--- src/rtl/tof_poll_ctrl.sv ---
// -----------------------------------------------------------------------------
// tof_poll_ctrl
// Polling scheduler for the TOF10120 range-sensor UART link. While enabled it
// periodically sends the read command "r6#" byte by byte through the uart_tx
// strobe handshake. After the last byte it opens a receive window and waits
// for an LF-terminated reply, then reports completion, timeout or overrun.
//
// Ports
//   clk        system clock
//   rst        asynchronous active-high reset
//   en         polling enable (level)
//   rx_data    received byte from uart_rx
//   rx_sig     one-cycle receive strobe from uart_rx
//   tx_data    byte to uart_tx, held between strobes
//   tx_sig     one-cycle transmit strobe to uart_tx
//   rx_gate    high while the receive window is open (qualifies ascii_control)
//   busy       high whenever a transaction is in progress
//   frame_done one-cycle pulse: LF-terminated reply received
//   timeout    one-cycle pulse: no LF within the reply window
//   overrun    one-cycle pulse: too many bytes without an LF
//   err_cnt    saturating count of timeout and overrun events
// All outputs are registered.
// -----------------------------------------------------------------------------
module tof_poll_ctrl #(
  parameter int clk_fre  = 50_000_000,
  parameter int UART_BPS = 9600,
  parameter int POLL_CYC = 5_000_000,
  parameter int TO_CYC   = 2_500_000,
  parameter int MAX_RSP  = 16
) (
  input  logic       clk,
  input  logic       rst,
  input  logic       en,
  input  logic [7:0] rx_data,
  input  logic       rx_sig,
  output logic [7:0] tx_data,
  output logic       tx_sig,
  output logic       rx_gate,
  output logic       busy,
  output logic       frame_done,
  output logic       timeout,
  output logic       overrun,
  output logic [7:0] err_cnt
);

  // One UART frame plus a stop-bit of margin between command bytes.
  localparam int GAP_CYC = 32'sd11 * (clk_fre / UART_BPS);

  localparam int PW = $clog2(POLL_CYC + 32'sd1);
  localparam int GW = $clog2(GAP_CYC + 32'sd1);
  localparam int TW = $clog2(TO_CYC + 32'sd1);
  localparam int BW = $clog2(MAX_RSP + 32'sd1);

  localparam logic [PW-1:0] POLL_LAST = PW'(POLL_CYC - 32'sd1);
  localparam logic [PW-1:0] POLL_ONE  = PW'(32'sd1);
  localparam logic [GW-1:0] GAP_LAST  = GW'(GAP_CYC - 32'sd1);
  localparam logic [GW-1:0] GAP_ONE   = GW'(32'sd1);
  localparam logic [TW-1:0] TO_LAST   = TW'(TO_CYC - 32'sd1);
  localparam logic [TW-1:0] TO_ONE    = TW'(32'sd1);
  localparam logic [BW-1:0] RSP_LAST  = BW'(MAX_RSP - 32'sd1);
  localparam logic [BW-1:0] RSP_ONE   = BW'(32'sd1);

  typedef enum logic [1:0] {
    IDLE     = 2'd0,
    SEND     = 2'd1,
    GAP      = 2'd2,
    WAIT_RSP = 2'd3
  } state_t;

  // Command bytes "r6#".
  function automatic logic [7:0] cmd_byte(input logic [1:0] idx);
    logic [7:0] b;
    case (idx)
      2'd0:    b = 8'h72;
      2'd1:    b = 8'h36;
      2'd2:    b = 8'h23;
      default: b = 8'h00;
    endcase
    return b;
  endfunction

  state_t        state_r, state_s;
  logic [PW-1:0] poll_cnt_r;
  logic [GW-1:0] gap_cnt_r, gap_cnt_s;
  logic [TW-1:0] to_cnt_r, to_cnt_s;
  logic [BW-1:0] byte_cnt_r, byte_cnt_s;
  logic [1:0]    idx_r, idx_s;

  logic [7:0] tx_data_s;
  logic       tx_sig_s, rx_gate_s, busy_s;
  logic       frame_done_s, timeout_s, overrun_s, err_inc_s;

  // Free-running poll counter; held at zero while polling is disabled.
  always_ff @(posedge clk or posedge rst) begin
    if (rst) begin
      poll_cnt_r <= '0;
    end else if (!en) begin
      poll_cnt_r <= '0;
    end else if (poll_cnt_r == POLL_LAST) begin
      poll_cnt_r <= '0;
    end else begin
      poll_cnt_r <= poll_cnt_r + POLL_ONE;
    end
  end

  // FSM state and transaction counters.
  always_ff @(posedge clk or posedge rst) begin
    if (rst) begin
      state_r    <= IDLE;
      gap_cnt_r  <= '0;
      to_cnt_r   <= '0;
      byte_cnt_r <= '0;
      idx_r      <= 2'd0;
    end else begin
      state_r    <= state_s;
      gap_cnt_r  <= gap_cnt_s;
      to_cnt_r   <= to_cnt_s;
      byte_cnt_r <= byte_cnt_s;
      idx_r      <= idx_s;
    end
  end

  // Next-state logic and next values of the registered outputs.
  always_comb begin
    state_s      = state_r;
    gap_cnt_s    = gap_cnt_r;
    to_cnt_s     = to_cnt_r;
    byte_cnt_s   = byte_cnt_r;
    idx_s        = idx_r;
    frame_done_s = 1'b0;
    timeout_s    = 1'b0;
    overrun_s    = 1'b0;
    err_inc_s    = 1'b0;

    case (state_r)
      IDLE: begin
        // A wrap seen while busy is simply not acted on: that poll is skipped.
        if (en && (poll_cnt_r == POLL_LAST)) begin
          state_s = SEND;
          idx_s   = 2'd0;
        end else begin
          state_s = IDLE;
        end
      end
      SEND: begin
        state_s   = GAP;
        gap_cnt_s = '0;
      end
      GAP: begin
        if (gap_cnt_r == GAP_LAST) begin
          if (idx_r == 2'd2) begin
            state_s    = WAIT_RSP;
            to_cnt_s   = '0;
            byte_cnt_s = '0;
          end else begin
            state_s = SEND;
            idx_s   = idx_r + 2'd1;
          end
        end else begin
          gap_cnt_s = gap_cnt_r + GAP_ONE;
        end
      end
      WAIT_RSP: begin
        // LF is checked first so it wins over both overrun and timeout.
        if (rx_sig && (rx_data == 8'h0A)) begin
          frame_done_s = 1'b1;
          state_s      = IDLE;
        end else if (rx_sig && (byte_cnt_r == RSP_LAST)) begin
          overrun_s = 1'b1;
          err_inc_s = 1'b1;
          state_s   = IDLE;
        end else if (to_cnt_r == TO_LAST) begin
          timeout_s = 1'b1;
          err_inc_s = 1'b1;
          state_s   = IDLE;
        end else begin
          to_cnt_s = to_cnt_r + TO_ONE;
          if (rx_sig) begin
            byte_cnt_s = byte_cnt_r + RSP_ONE;
          end else begin
            byte_cnt_s = byte_cnt_r;
          end
        end
      end
      default: begin
        state_s = IDLE;
      end
    endcase

    // Outputs are registered from the next state so they align with it.
    tx_sig_s  = (state_s == SEND);
    rx_gate_s = (state_s == WAIT_RSP);
    busy_s    = (state_s != IDLE);
    if (tx_sig_s) begin
      tx_data_s = cmd_byte(idx_s);
    end else begin
      tx_data_s = tx_data;
    end
  end

  // Registered outputs and the saturating error counter.
  always_ff @(posedge clk or posedge rst) begin
    if (rst) begin
      tx_data    <= 8'h00;
      tx_sig     <= 1'b0;
      rx_gate    <= 1'b0;
      busy       <= 1'b0;
      frame_done <= 1'b0;
      timeout    <= 1'b0;
      overrun    <= 1'b0;
      err_cnt    <= 8'h00;
    end else begin
      tx_data    <= tx_data_s;
      tx_sig     <= tx_sig_s;
      rx_gate    <= rx_gate_s;
      busy       <= busy_s;
      frame_done <= frame_done_s;
      timeout    <= timeout_s;
      overrun    <= overrun_s;
      if (err_inc_s && (err_cnt != 8'hFF)) begin
        err_cnt <= err_cnt + 8'd1;
      end
    end
  end

endmodule
--- config.mk ---
export PLATFORM = sky130hd
export DESIGN_NAME = tof_poll_ctrl
export DESIGN_NICKNAME = d
export VERILOG_FILES = /design/src/rtl/tof_poll_ctrl.sv
export SDC_FILE = /design/constraint.sdc
export NUM_CORES = 1
export LEC_CHECK = 0
export ABC_AREA = 0
export BUFFER_PORTS_ARGS = -buffer_cell sky130_fd_sc_hd__buf_2
export CAP_MARGIN = 20
export CORE_MARGIN = 2
export CORE_UTILIZATION = 48
export DETAILED_ROUTE_END_ITERATION = 8
export HOLD_SLACK_MARGIN = 0.02
export PLACE_DENSITY = 0.66
export SYNTH_ARGS = -nofsm -noshare
export SYNTH_HDL_FRONTEND = slang
export SYNTH_SLANG_ARGS = --single-unit
--- constraint.sdc ---
create_clock -name clk -period 5.2 [get_ports clk]
set_input_delay 0.26 -clock clk [delete_from_list [all_inputs] [get_ports clk]]
set_output_delay 0.26 -clock clk [all_outputs]
set_load 0.005 [all_outputs]
# After elaboration in Yosys (flattened, before gate mapping)
# Index checks and enable logic that the tools add are counted.
# classes
muxes	41
n_reduce_logical	12
eq_ne	21
n_addsub	6
# ops
op	count
$mux 22	5
$mux 23	2
$pmux 22 s2	1
$pmux 16 s2	1
$mux 5	6
$add 23x1->23 const B	1
$eq 23x23->1 const B	1
$add 22x1->22 const B	1
$eq 22x22->1 const B	1
$pmux 7 s3	1
$add 16x1->16 const B	1
$eq 16x16->1 const B	1
$mux 16	1
$mux 2	8
$ne 2x2->1 const B	7
$mux 1	13
$eq 2x2->1 const B	5
$pmux 5 s2	1
$add 8x1->8 const B	1
$eq 8x4->1 const B	1
$ne 8x8->1 const B	1
$pmux 2 s4	1
$reduce_and 7->1	1
$eq 2x1->1 const B	3
other kinds (9)	15
# word_totals
output_inout_bits	22
in_bits	12
regBits	92
elab_cells	94

# Depth between registers and ports, before layout
# Gate-level depths: netlist of run 1.
# depth
ltp_word	6
mapped_depth	9

# Worst setup path after synthesis of run 1
# Ideal clock, no wire load.
# synth_path
path_kind	flip-flop to flip-flop
startpoint	reg gap_cnt_r[4]
endpoint	reg tx_data[6]
period_less_slack_ps	2378
path_stages_with_launch	6
setup_ps	125
setup_slack_ps	2822
required_time_ps	5075
path_buffers	1
arrival_ps	2253
cell_sequence	dfrtp_1 -> buf_6 -> or4b_4 -> or4_4 -> o31ai_4 -> mux2_4
# synth_via
elab_chain_cells	5
elab_cells_between_ends	10
cone_classes	eq/ne: 4; mux: 5; reduce/logical: 1
# synth_lines
item	line_no	rtl
from (decl)	84	logic [GW-1:0] gap_cnt_r, gap_cnt_s;
from (signal assigned)	116	gap_cnt_r <= gap_cnt_s;
$eq 16x16->1 *	150	if (gap_cnt_r == GAP_LAST) begin
$mux 2	150	
$pmux 2 s2	135	case (state_r)
$eq 2x2->1 (tied with other cells)	73	case (idx)
$pmux 7 s3	73	
to (signal assigned)	213	tx_data <= tx_data_s;
to (decl)	36	output logic [7:0] tx_data,
# Mark *: on every way between the ends. The rest lies on a longest branch, timed or not.
# A chain may end at the register's enable or synchronous reset.

# Worst setup path after layout of run 1
# layout_path
startpoint	reg gap_cnt_r[0]
endpoint	reg to_cnt_r[2]
# layout_via
elab_chain_cells	3
# layout_lines
item	line_no	rtl
$eq 16x16->1	150	
$ne 2x2->1 (no line)	-	
$reduce_and 6->1 (no line)	-	
to (signal assigned)	117	to_cnt_r <= to_cnt_s;
to (decl)	85	logic [TW-1:0] to_cnt_r, to_cnt_s;
# No other way between the ends.

==> results of run 1 <==
## state kept, by name, indices dropped and copies added, names as in the netlist
| register | count |
|---|---|
| tx_data | 5 |
| to_cnt_r | 22 |
| overrun | 1 |
| frame_done | 1 |
| tx_sig | 1 |
| state_r | 2 |
| busy | 1 |
| idx_r | 2 |
| gap_cnt_r | 16 |
| byte_cnt_r | 5 |
| timeout | 1 |
| poll_cnt_r | 23 |
| err_cnt | 8 |
| rx_gate | 1 |
## stage by stage
stage	util	std cells	power, mW	area (um^2)
2_1_floorplan	-	481	0.726	4670
3_3_place_gp	0.529	630	0.736	4930
3_5_place_dp	0.530	631	0.737	4940
4_1_cts	0.551	648	1.21	5140
5_1_grt	0.551	648	1.25	5140
6_report	0.551	648	1.19	5140
## logic make-up (layout without fill, tap and decap cells)
logic type      count (synthesis)  after routing
simple gates                  240            240
flops                          89             89
compound gates                 54             54
xor+xnor                       52             52
buf+inv                        29             67
fa+ha+maj                       8              8
mux                             7              7
other cells                     1              2
## cells in the final DEF (no fill, tap or decap), drive strengths merged, types with 4 or more instances in the layout
cell and instances:
clkbuf 9, and4 6, and3 14, o211ai 4
nor4b 5, nor3 10, a21oi 9, clkinv 4
nand3 31, or3 4, mux2i 4, dfrtp 89
o21ai 18, nor4 12, a211oi 4, nand2 48
ha 8, xor2 21, nand4 18, buf 34
xnor2 31, o31ai 6, nor2 67, inv 16
## cell type report
type / count / area (um^2)
fillers: 847 / 4190
well taps: 129 / 161
multi-input cells: 363 / 2310
repair buffers: 35 / 188
clock inverters: 7 / 68.8
flip-flops and latches: 89 / 2230
clock buffers: 9 / 124
inverters: 16 / 61.3
## where the power goes
| part | switching (mW) | total (mW) | internal (mW) |
|---|---|---|---|
| logic | 0.0202 | 0.0267 | 0.00655 |
| registers | 0.00199 | 0.695 | 0.693 |
| clock network | 0.249 | 0.470 | 0.221 |
## critical path: cells and delay by family (launching register included)
| kind | cells | cell delay [ns] |
|---|---|---|
| fa+ha+maj | 1 | 0.21 |
| flops | 1 | 0.41 |
| simple gates | 5 | 2.07 |
## final timing paths
| kind | startpoint | end | slack [ns] | depth (start not counted) |
|---|---|---|---|---|
| max in group asynchronous | rst | gap_cnt_r[5] | 3.59 | 4 |
| min reg2reg | poll_cnt_r[0] | poll_cnt_r[0] | 0.48 | 1 |
| max | gap_cnt_r[0] | to_cnt_r[2] | 2.34 | 6 |
| min | rx_sig | frame_done | 0.18 | 3 |
| max reg2reg | gap_cnt_r[0] | to_cnt_r[2] | 2.34 | 6 |
| min in group asynchronous | rst | err_cnt[0] | 0.45 | 3 |
## what timing repair did
item	in CTS	in global routing
endpoints found under the hold margin	28	0
hold buffers	1	0
setup endpoints to repair	0	0
## routing by layer
metal  global-route usage  share of wire  vias up  routed length [um]
li1                     -              -     1765                   -
met3               0.0434          0.040       13                 394
met5                    0              0        -                   0
met4               0.0718          0.016        0                 157
met1                0.290           0.48     1769                4700
met2                0.313           0.46       79                4550
==> key figures, run 1 <==
Setup path
  • Critical Path RT: 5.40 ns
  • CP peak stage delay: 0.80 ns
  • Critical Path End Type: flip-flop
  • CP startpoint kind: flip-flop
  • Crit path max-delay cell type: nor2_1
  • Crit-path most repeated cell: nor2_1
  • Worst Setup Path Type: reg2reg
  • Crit path max fanout: 14
  • Critical path, cell by cell: ha_1, nand4_1, or4_1, nand2b_1, nor2_1, nor2_1
  • WP data arrival: 3.06 ns

Synthesis
  • Post-synth top cells: 89 x dfrtp_1, 67 x nor2_1, 48 x nand2_1
  • Yosys Warn Count: 0
  • Synth Area in Simple Gates: 0.282
  • Adder-Cell Fraction of Synth Area: 0.0214
  • Seq/Total Area, Yosys: 0.477
  • Cell taking the most area after synthesis: dfrtp_1
  • Ranking of synthesized cells by area: dfrtp_1 48%, xnor2_1 5.8%, nor2_1 5.4%
  • Post-synthesis compound-gate area fraction: 0.0761
  • Post-synthesis mux area share: 0.0166
  • Library cells used by synthesis: 60
  • EDFF count, synth: 0
  • Seq cells post-synth: 89
  • Top-count cell post-synth: dfrtp_1
  • Post-synthesis xor/xnor area fraction: 0.0976
  • Mapped cell area: 4670 um^2
  • Post-Syn Instances: 480
  • Synth top area share: 0.477
  • Top FF cell, synth: dfrtp_1
  • Avg Synthesized Cell Area: 9.72 um^2
  • Largest family of logic cells by synthesized area: simple AND/OR/NAND/NOR gates
  • FFs w/ async S/R, synth: 1.00

GRT
  • GRT Util Overall: 0.205
  • Vias in the first global route: 3,409
  • First-pass GRT wire length: 16,900 um
  • Aggregate global routing overflow: 0
  • Initial antenna violation count: 0
  • Largest net degree at the start of global routing: 62

Clock tree
  • Setup bufs post-CTS: 0
  • H-tree Lvls: 3
  • Max clock buf depth: 2
  • Clock root cell: clkbuf_8
  • Post-CTS resize count: 0
  • Clock Sinks: 89
  • Worst-Skew Late Latency: 0.36 ns
  • Num CTS Buffers: 9
  • Clock-pin slew on the worst setup and hold paths: 0.09 ns
  • CTS tree: done

STA
  • Final setup TNS: 0 ns
  • Minimum clock period: 2.86 ns
  • Final Hold Vio Count: 0
  • Final period util: 0.549
  • Maximum clock frequency: 350 MHz
  • Slew margin rel.: 0.352
  • Slew @ Worst Pin: 0.969 ns
  • # setup viols final: 0
  • Final hold slack: 0.181 ns
  • Fin worst setup slack: 2.34 ns
  • Setup Skew: 0.00810 ns
  • Unrepaired setup endpoints after global routing: false
  • Fin. max-slew vios: 0

Power
  • Pwr dens: 232 nW/um^2
  • Worst IR drop on VDD: 0.162 mV
  • Leakage power: 2.15 nW

Die
  • Die ar.: 10,500 um^2
  • Die X: 103 um
  • I/O pins: 34
  • Num rows: 35
  • Core area: 9330 um^2
  • Die Y: 103 um
  • Starting Density: 0.500

Finish
  • Layout area overhead: 10.2%
  • Final #Nets: 534
  • N_diodes: 0
  • Layout cell share with drive strength beyond 1: 0.135

Route
  • Via Count: 3,626
  • Drt first-iter violations: 180
  • Routed Wire Length: 9800 um
  • Post-route ant nets: 0
  • First drt pass iteration count: 4
  • WL/cell: 15.1 um
  • DRC: 0
  • Vias/cell: 5.60

Job
  • Max Cap Viol: 0

Place
  • IO buf count: 31
  • Final HPWL DP: 6910 um
  • DP Worst Slack: 2.41 ns
  • Placer Congestion: 0.877

Run status
  • Status: finished clean

Min path
  • Worst Hold Class: in2reg
Power figures use the tool's default switching activity.
==> run 2: changes to the inputs <==
--- a/config.mk
+++ b/config.mk
@@ -5,7 +5,7 @@
 export SDC_FILE = /design/constraint.sdc
 export NUM_CORES = 1
 export LEC_CHECK = 0
-export ABC_AREA = 0
+export ABC_AREA = 1
 export BUFFER_PORTS_ARGS = -buffer_cell sky130_fd_sc_hd__buf_2
 export CAP_MARGIN = 20
 export CORE_MARGIN = 2
==> constraint.sdc (replaced) <==
create_clock -name clk -period 2.85 [get_ports clk]
set_input_delay 0.1425 -clock clk [delete_from_list [all_inputs] [get_ports clk]]
set_output_delay 0.1425 -clock clk [all_outputs]
set_load 0.005 [all_outputs]
==> key figures, run 2 <==
STA
  • Slew margin rel.: 0.664
  • Minimum clock period: 2.26 ns
  • Final period util: 0.794
  • Final Hold Vio Count: 0
  • Unrepaired setup endpoints after global routing: false
  • Fin. max-slew vios: 0
  • Setup Skew: 0.0100 ns
  • # setup viols final: 0
  • Final setup TNS: 0 ns
  • Slew @ Worst Pin: 0.503 ns
  • Maximum clock frequency: 442 MHz

Finish
  • Biggest registers after layout: poll_cnt_r (23), to_cnt_r (22), gap_cnt_r (16)
  • Final #Nets: 727
  • Post-route cell area: 5600 um^2
  • FILL cells: 980
  • Final Util: 0.542
  • Most common cell after layout, fill and taps aside: nand2_1
  • Top reg by flops: poll_cnt_r
  • Most frequent cells in the layout: 183 x nand2_1, 89 x nor2_1, 89 x dfrtp_1
  • Max FFs per register: 23
  • Layout area overhead: 9.55%
  • N_diodes: 0
  • Layout cell share with drive strength beyond 1: 0.131

Clock tree
  • Max clock buf depth: 2
  • Clock root cell: clkbuf_8
  • Clock-pin slew on the worst setup and hold paths: 0.09 ns
  • Setup bufs post-CTS: 0
  • CTS tree: done
  • Post-CTS resize count: 0
  • Num CTS Buffers: 9
  • Clock Sinks: 89
  • H-tree Lvls: 3
  • Worst-Skew Late Latency: 0.37 ns

Route
  • Post-route ant nets: 0
  • Top Metal Used: met4
  • DRC: 0
  • Routed wl met2: 5020 um
  • Via Count: 4,346
  • Routed Wire Length: 10,700 um
  • First drt pass iteration count: 5
  • Drt first-iter violations: 205
  • Wire length on met1: 5100 um
  • Met3 wire len: 377 um
  • Vias/cell: 5.13
  • WL/cell: 12.6 um

Setup path
  • Crit path launch: byte_cnt_r[0]
  • Worst Setup Path Type: reg2reg
  • Crit path max fanout: 35
  • Critical Path End Type: flip-flop
  • Crit path max-delay cell type: dfrtp_1
  • CP peak stage delay: 0.41 ns
  • WP data arrival: 2.57 ns
  • Critical Path RT: 3.16 ns
  • Critical path, cell by cell: ha_1, nand2_1, nor2_1, ha_1, nand2_1, nand3_2, nand2_2, nand3_4, inv_4, nand2_1, nand2_1
  • RR Startpoint: byte_cnt_r[0]
  • Crit-path most repeated cell: nand2_1
  • CP startpoint kind: flip-flop

Synthesis
  • Ranking of synthesized cells by area: dfrtp_1 44%, nand2_1 13%, nor2_1 6.5%
  • Seq cells post-synth: 89
  • Cell taking the most area after synthesis: dfrtp_1
  • Post-Syn Instances: 672
  • Seq/Total Area, Yosys: 0.436
  • FFs w/ async S/R, synth: 1.00
  • Synth top area share: 0.436
  • Avg Synthesized Cell Area: 7.60 um^2
  • Yosys Warn Count: 0
  • Library cells used by synthesis: 38
  • Top FF cell, synth: dfrtp_1
  • EDFF count, synth: 0
  • Top-count cell post-synth: nand2_1
  • Post-synth top cells: 183 x nand2_1, 89 x dfrtp_1, 89 x nor2_1
  • Mapped cell area: 5110 um^2

Power
  • Seq pwr share: 0.437
  • Sw Ratio: 0.381
  • Worst IR drop on VDD: 0.363 mV
  • Clock power frac: 0.264
  • Internal power: 2.15 mW
  • Leakage power: 2.57 nW
  • Pwr dens: 620 nW/um^2
  • Gate power share: 0.299
  • P_sw: 1.32 mW

Place
  • IO buf count: 31
  • Placer Congestion: 0.902
  • Final HPWL DP: 7740 um
  • Placed cell area: 5380 um^2

GRT
  • Aggregate global routing overflow: 0
  • Initial antenna violation count: 0
  • Vias in the first global route: 4,211
  • Largest net degree at the start of global routing: 76
  • First-pass GRT wire length: 18,900 um
  • GRT Util Overall: 0.206

Die
  • Core area: 10,300 um^2
  • Die Y: 107 um
  • Num rows: 37
  • Die X: 107 um
  • Starting Density: 0.495
  • Die ar.: 11,500 um^2
  • I/O pins: 34

Run status
  • Status: finished clean

Job
  • Max Cap Viol: 0

Min path
  • Startpoint of the worst hold path: en
  • Worst Hold Class: in2reg
==> run 2: changes by cell type after synthesis, moves of 14 or more <==
cell	delta
and3_1	-14
xnor2_1	-23
nand2_2	+15
nor2_1	+22
nand2_1	+135
nor3_1	+14
nand3_1	+16
inv_1	+54
==> run 2: through the flow <==
| stage | total power, mW | cells | setup WS (ns) | hold slack (ns) |
|---|---|---|---|---|
| after floorplan | 2.38 | 673 | 0.401 | 0.289 |
| after global placement | 2.55 | 831 | 0.686 | 0.0847 |
| after global routing | 3.73 | 848 | 0.384 | 0.0537 |
| final | 3.47 | 848 | 0.588 | 0.0725 |
| after detailed placement | 2.58 | 831 | 0.606 | 0.0928 |
| after CTS | 3.51 | 848 | 0.586 | 0.0536 |
==> run 2: power by group through the flow <==
| stage | combinational (mW) | sequential (mW) | clock [mW] |
|---|---|---|---|
| after floorplan | 0.858 | 1.52 | 0 |
| after global placement | 1.01 | 1.53 | 0 |
| after detailed placement | 1.04 | 1.54 | 0 |
| after CTS | 1.05 | 1.52 | 0.946 |
| after global routing | 1.18 | 1.54 | 1.01 |
| final | 1.04 | 1.52 | 0.914 |
==> run 2: layout make-up <==
class	count	area, um^2	area share
Timing Repair Buffer	35	200	0.0358
Inverter	73	278	0.0496
Sequential cell	89	2230	0.398
Tap cell	136	170	0.0304
Multi-Input combinational cell	499	2510	0.449
Clock inverter	4	51.3	0.00917
Clock buffer	12	155	0.0277
==> run 2: final timing paths <==
path                                  endpoint  slack [ns]  cells past startpoint
worst max register to register     to_cnt_r[4]        0.59                     11
worst min-delay path             poll_cnt_r[2]        0.07                      3
max in group asynchronous        gap_cnt_r[13]        1.93                      4
worst min register to register  poll_cnt_r[22]        0.46                      1
min in group asynchronous       poll_cnt_r[19]        0.24                      3
worst max-delay path               to_cnt_r[4]        0.59                     11
==> run 2: critical path, delay by kind of cell, from the launching register on <==
kind / cells / cell delay (ns)
flip-flops: 1 / 0.41
AND/OR/NAND/NOR: 8 / 1.12
adder cells (fa/ha/maj): 2 / 0.39
buffers and inverters: 1 / 0.28
==> run 2: kinds of logic after synthesis <==
kind of cell,share of synthesized area
adders and majority gates,0.0196
AOI/OAI and AO/OA,0.0750
xor gates and xnor gates,0.0532
other,0.000734
and+or+nand+nor,0.343
DFF,0.436
buffers and inverters,0.0725
==> run 2: timing repair <==
item	CTS	global route
endpoints found under the hold margin	14	0
endpoints found under the setup margin	0	0
hold buffers	1	0
==> run 2: routing by layer <==
layer | vias to the layer above | global-route usage
met4 | 0 | 0.0770
met5 | - | 0
li1 | 2226 | -
met1 | 2021 | 0.268
met3 | 20 | 0.0492
met2 | 79 | 0.334
==> run 3: changes to the inputs <==
--- a/config.mk
+++ b/config.mk
@@ -5,7 +5,7 @@
 export SDC_FILE = /design/constraint.sdc
 export NUM_CORES = 1
 export LEC_CHECK = 0
-export ABC_AREA = 1
+export ABC_AREA = 0
 export BUFFER_PORTS_ARGS = -buffer_cell sky130_fd_sc_hd__buf_2
 export CAP_MARGIN = 20
 export CORE_MARGIN = 2
==> constraint.sdc (replaced) <==
create_clock -name clk -period 2.35 [get_ports clk]
set_input_delay 0.1175 -clock clk [delete_from_list [all_inputs] [get_ports clk]]
set_output_delay 0.1175 -clock clk [all_outputs]
set_load 0.005 [all_outputs]
==> key figures, run 3 (synthesis gave the netlist of run 1 again) <==
Finish
  • Top reg by flops: poll_cnt_r
  • Most frequent cells in the layout: 88 x dfrtp_1, 67 x nor2_1, 48 x nand2_1
  • Final #Nets: 570
  • Final Util: 0.587
  • Layout area overhead: 17.3%
  • Max FFs per register: 23
  • Biggest registers after layout: poll_cnt_r (23), to_cnt_r (22), gap_cnt_r (16)
  • N_diodes: 0
  • Post-route cell area: 5480 um^2
  • Most common cell after layout, fill and taps aside: dfrtp_1
  • FILL cells: 825
  • Layout cell share with drive strength beyond 1: 0.202

Min path
  • Worst Hold Class: in2reg
  • Hold Path Cell Cnt: 2
  • Hold endpoint: poll_cnt_r[1]
  • Startpoint of the worst hold path: en

GRT
  • First-pass GRT wire length: 17,200 um
  • GRT Util Overall: 0.209
  • Aggregate global routing overflow: 0
  • Met1 GRT Util: 0.279
  • Vias in the first global route: 3,645
  • Largest net degree at the start of global routing: 36
  • Met2 Use GR: 0.339
  • M3 GR Usage: 0.0386
  • Busiest layer in global routing: met2
  • Initial antenna violation count: 0

Power
  • Leakage power: 2.34 nW
  • Worst IR drop on VDD: 0.241 mV
  • Pwr dens: 481 nW/um^2

Route
  • DRC: 0
  • Post-route ant nets: 0
  • Drt first-iter violations: 122
  • Vias/cell: 5.42
  • WL/cell: 14.7 um
  • Via Count: 3,708
  • First drt pass iteration count: 4
  • Routed Wire Length: 10,100 um

Setup path
  • Crit path max fanout: 6
  • CP startpoint kind: flip-flop
  • R2R setup slack: 0.06 ns
  • WP data arrival: 2.58 ns
  • Reg2reg path depth: 6
  • Worst reg2reg endpoint: byte_cnt_r[3]
  • Critical Path RT: 2.64 ns
  • Critical Path End Type: flip-flop
  • Worst Setup Path Type: reg2reg
  • RR Startpoint: gap_cnt_r[3]

Die
  • Die ar.: 10,500 um^2
  • Core area: 9330 um^2
  • Die X: 103 um
  • Starting Density: 0.500
  • I/O pins: 34
  • Die Y: 103 um
  • Num rows: 35

Job
  • Max Cap Viol: 0

STA
  • # setup viols final: 0
  • Slew margin rel.: 0.480
  • Slew @ Worst Pin: 0.778 ns
  • Fin. max-slew vios: 0
  • Final period util: 0.975
  • Final hold slack: 0.0654 ns
  • Final setup TNS: 0 ns
  • Final Hold Vio Count: 0
  • Setup Skew: 0.0102 ns
  • Minimum clock period: 2.29 ns
  • Unrepaired setup endpoints after global routing: true
  • Maximum clock frequency: 436 MHz

Clock tree
  • Worst-Skew Late Latency: 0.37 ns
  • Clock Sinks: 89
  • Num CTS Buffers: 9
  • CTS tree: done
  • H-tree Lvls: 3
  • Max clock buf depth: 2
  • Clock-pin slew on the worst setup and hold paths: 0.10 ns
  • Clock root cell: clkbuf_8

Place
  • Placed cell area: 5180 um^2
  • IO buf count: 31
  • Final HPWL DP: 7190 um
  • Placer Congestion: 0.865

Run status
  • Status: finished clean
## run 3: cell count changes in the layout (fill, tap and decap cells not counted), moves of 16 or more
cell | previous run | this run
nand2_1 | 183 | 48
inv_1 | 68 | 14
buf_4 | 2 | 36
xnor2_1 | 8 | 31
nor2_1 | 89 | 67
nand3_1 | 47 | 31
## run 3: area by class of cell
type | instances | area, um^2 | area share
tap | 129 | 161 | 0.0295
clock buffer | 9 | 124 | 0.0226
clock inverter | 7 | 61.3 | 0.0112
sequential | 89 | 2230 | 0.407
inverter | 16 | 63.8 | 0.0117
multi-input combinational | 363 | 2350 | 0.429
timing repair buffer | 71 | 485 | 0.0887
## run 3: how the worst max path moves through the flow
stage	startpoint	end	slack (ns)	cells past startpoint
finish	gap_cnt_r[3]	byte_cnt_r[3]	0.06	6
global route	gap_cnt_r[5]	to_cnt_r[13]	-0.02	7
CTS	gap_cnt_r[4]	tx_data[6]	0.05	7
detailed placement	gap_cnt_r[1]	byte_cnt_r[3]	-0.02	7
global placement	gap_cnt_r[1]	byte_cnt_r[3]	0.10	7
floorplan	gap_cnt_r[4]	tx_data[6]	0.02	5
## run 3: per-stage QoR
step	std cells	worst slack, ns	total power, mW
3_5_place_dp	660	-0.0181	1.64
6_report	684	0.0588	2.63
3_3_place_gp	660	0.101	1.64
4_1_cts	679	0.0513	2.67
2_1_floorplan	481	0.0172	1.61
5_1_grt	684	-0.0214	2.75
## run 3: per-layer routing
layer,routed length (um),vias to the layer above
met3,365,9
met5,0,-
met1,4840,1801
met2,4720,66
met4,144,0
li1,-,1832
## run 3: repair_timing
action	CTS	global route
gates resized for setup	0	8
endpoints found under the hold margin	34	0
setup buffers	1	5
setup endpoints to repair	3	10
hold buffers	2	0
pin swaps	0	2
## run 3: worst max-delay path, stage by stage, from the launching register on
cell      delay [ns]
dfrtp_1         0.43
nand4b_2        0.29
or4_4           0.59
nand2b_1        0.18
a21o_1          0.21
or3_1           0.35
a21oi_1         0.16
## run 3: where the power goes
group,total (mW),internal [mW],switching (mW)
Combinational,0.0700,0.0236,0.0465
Clock,1.02,0.409,0.612
Sequential,1.54,1.53,0.00530
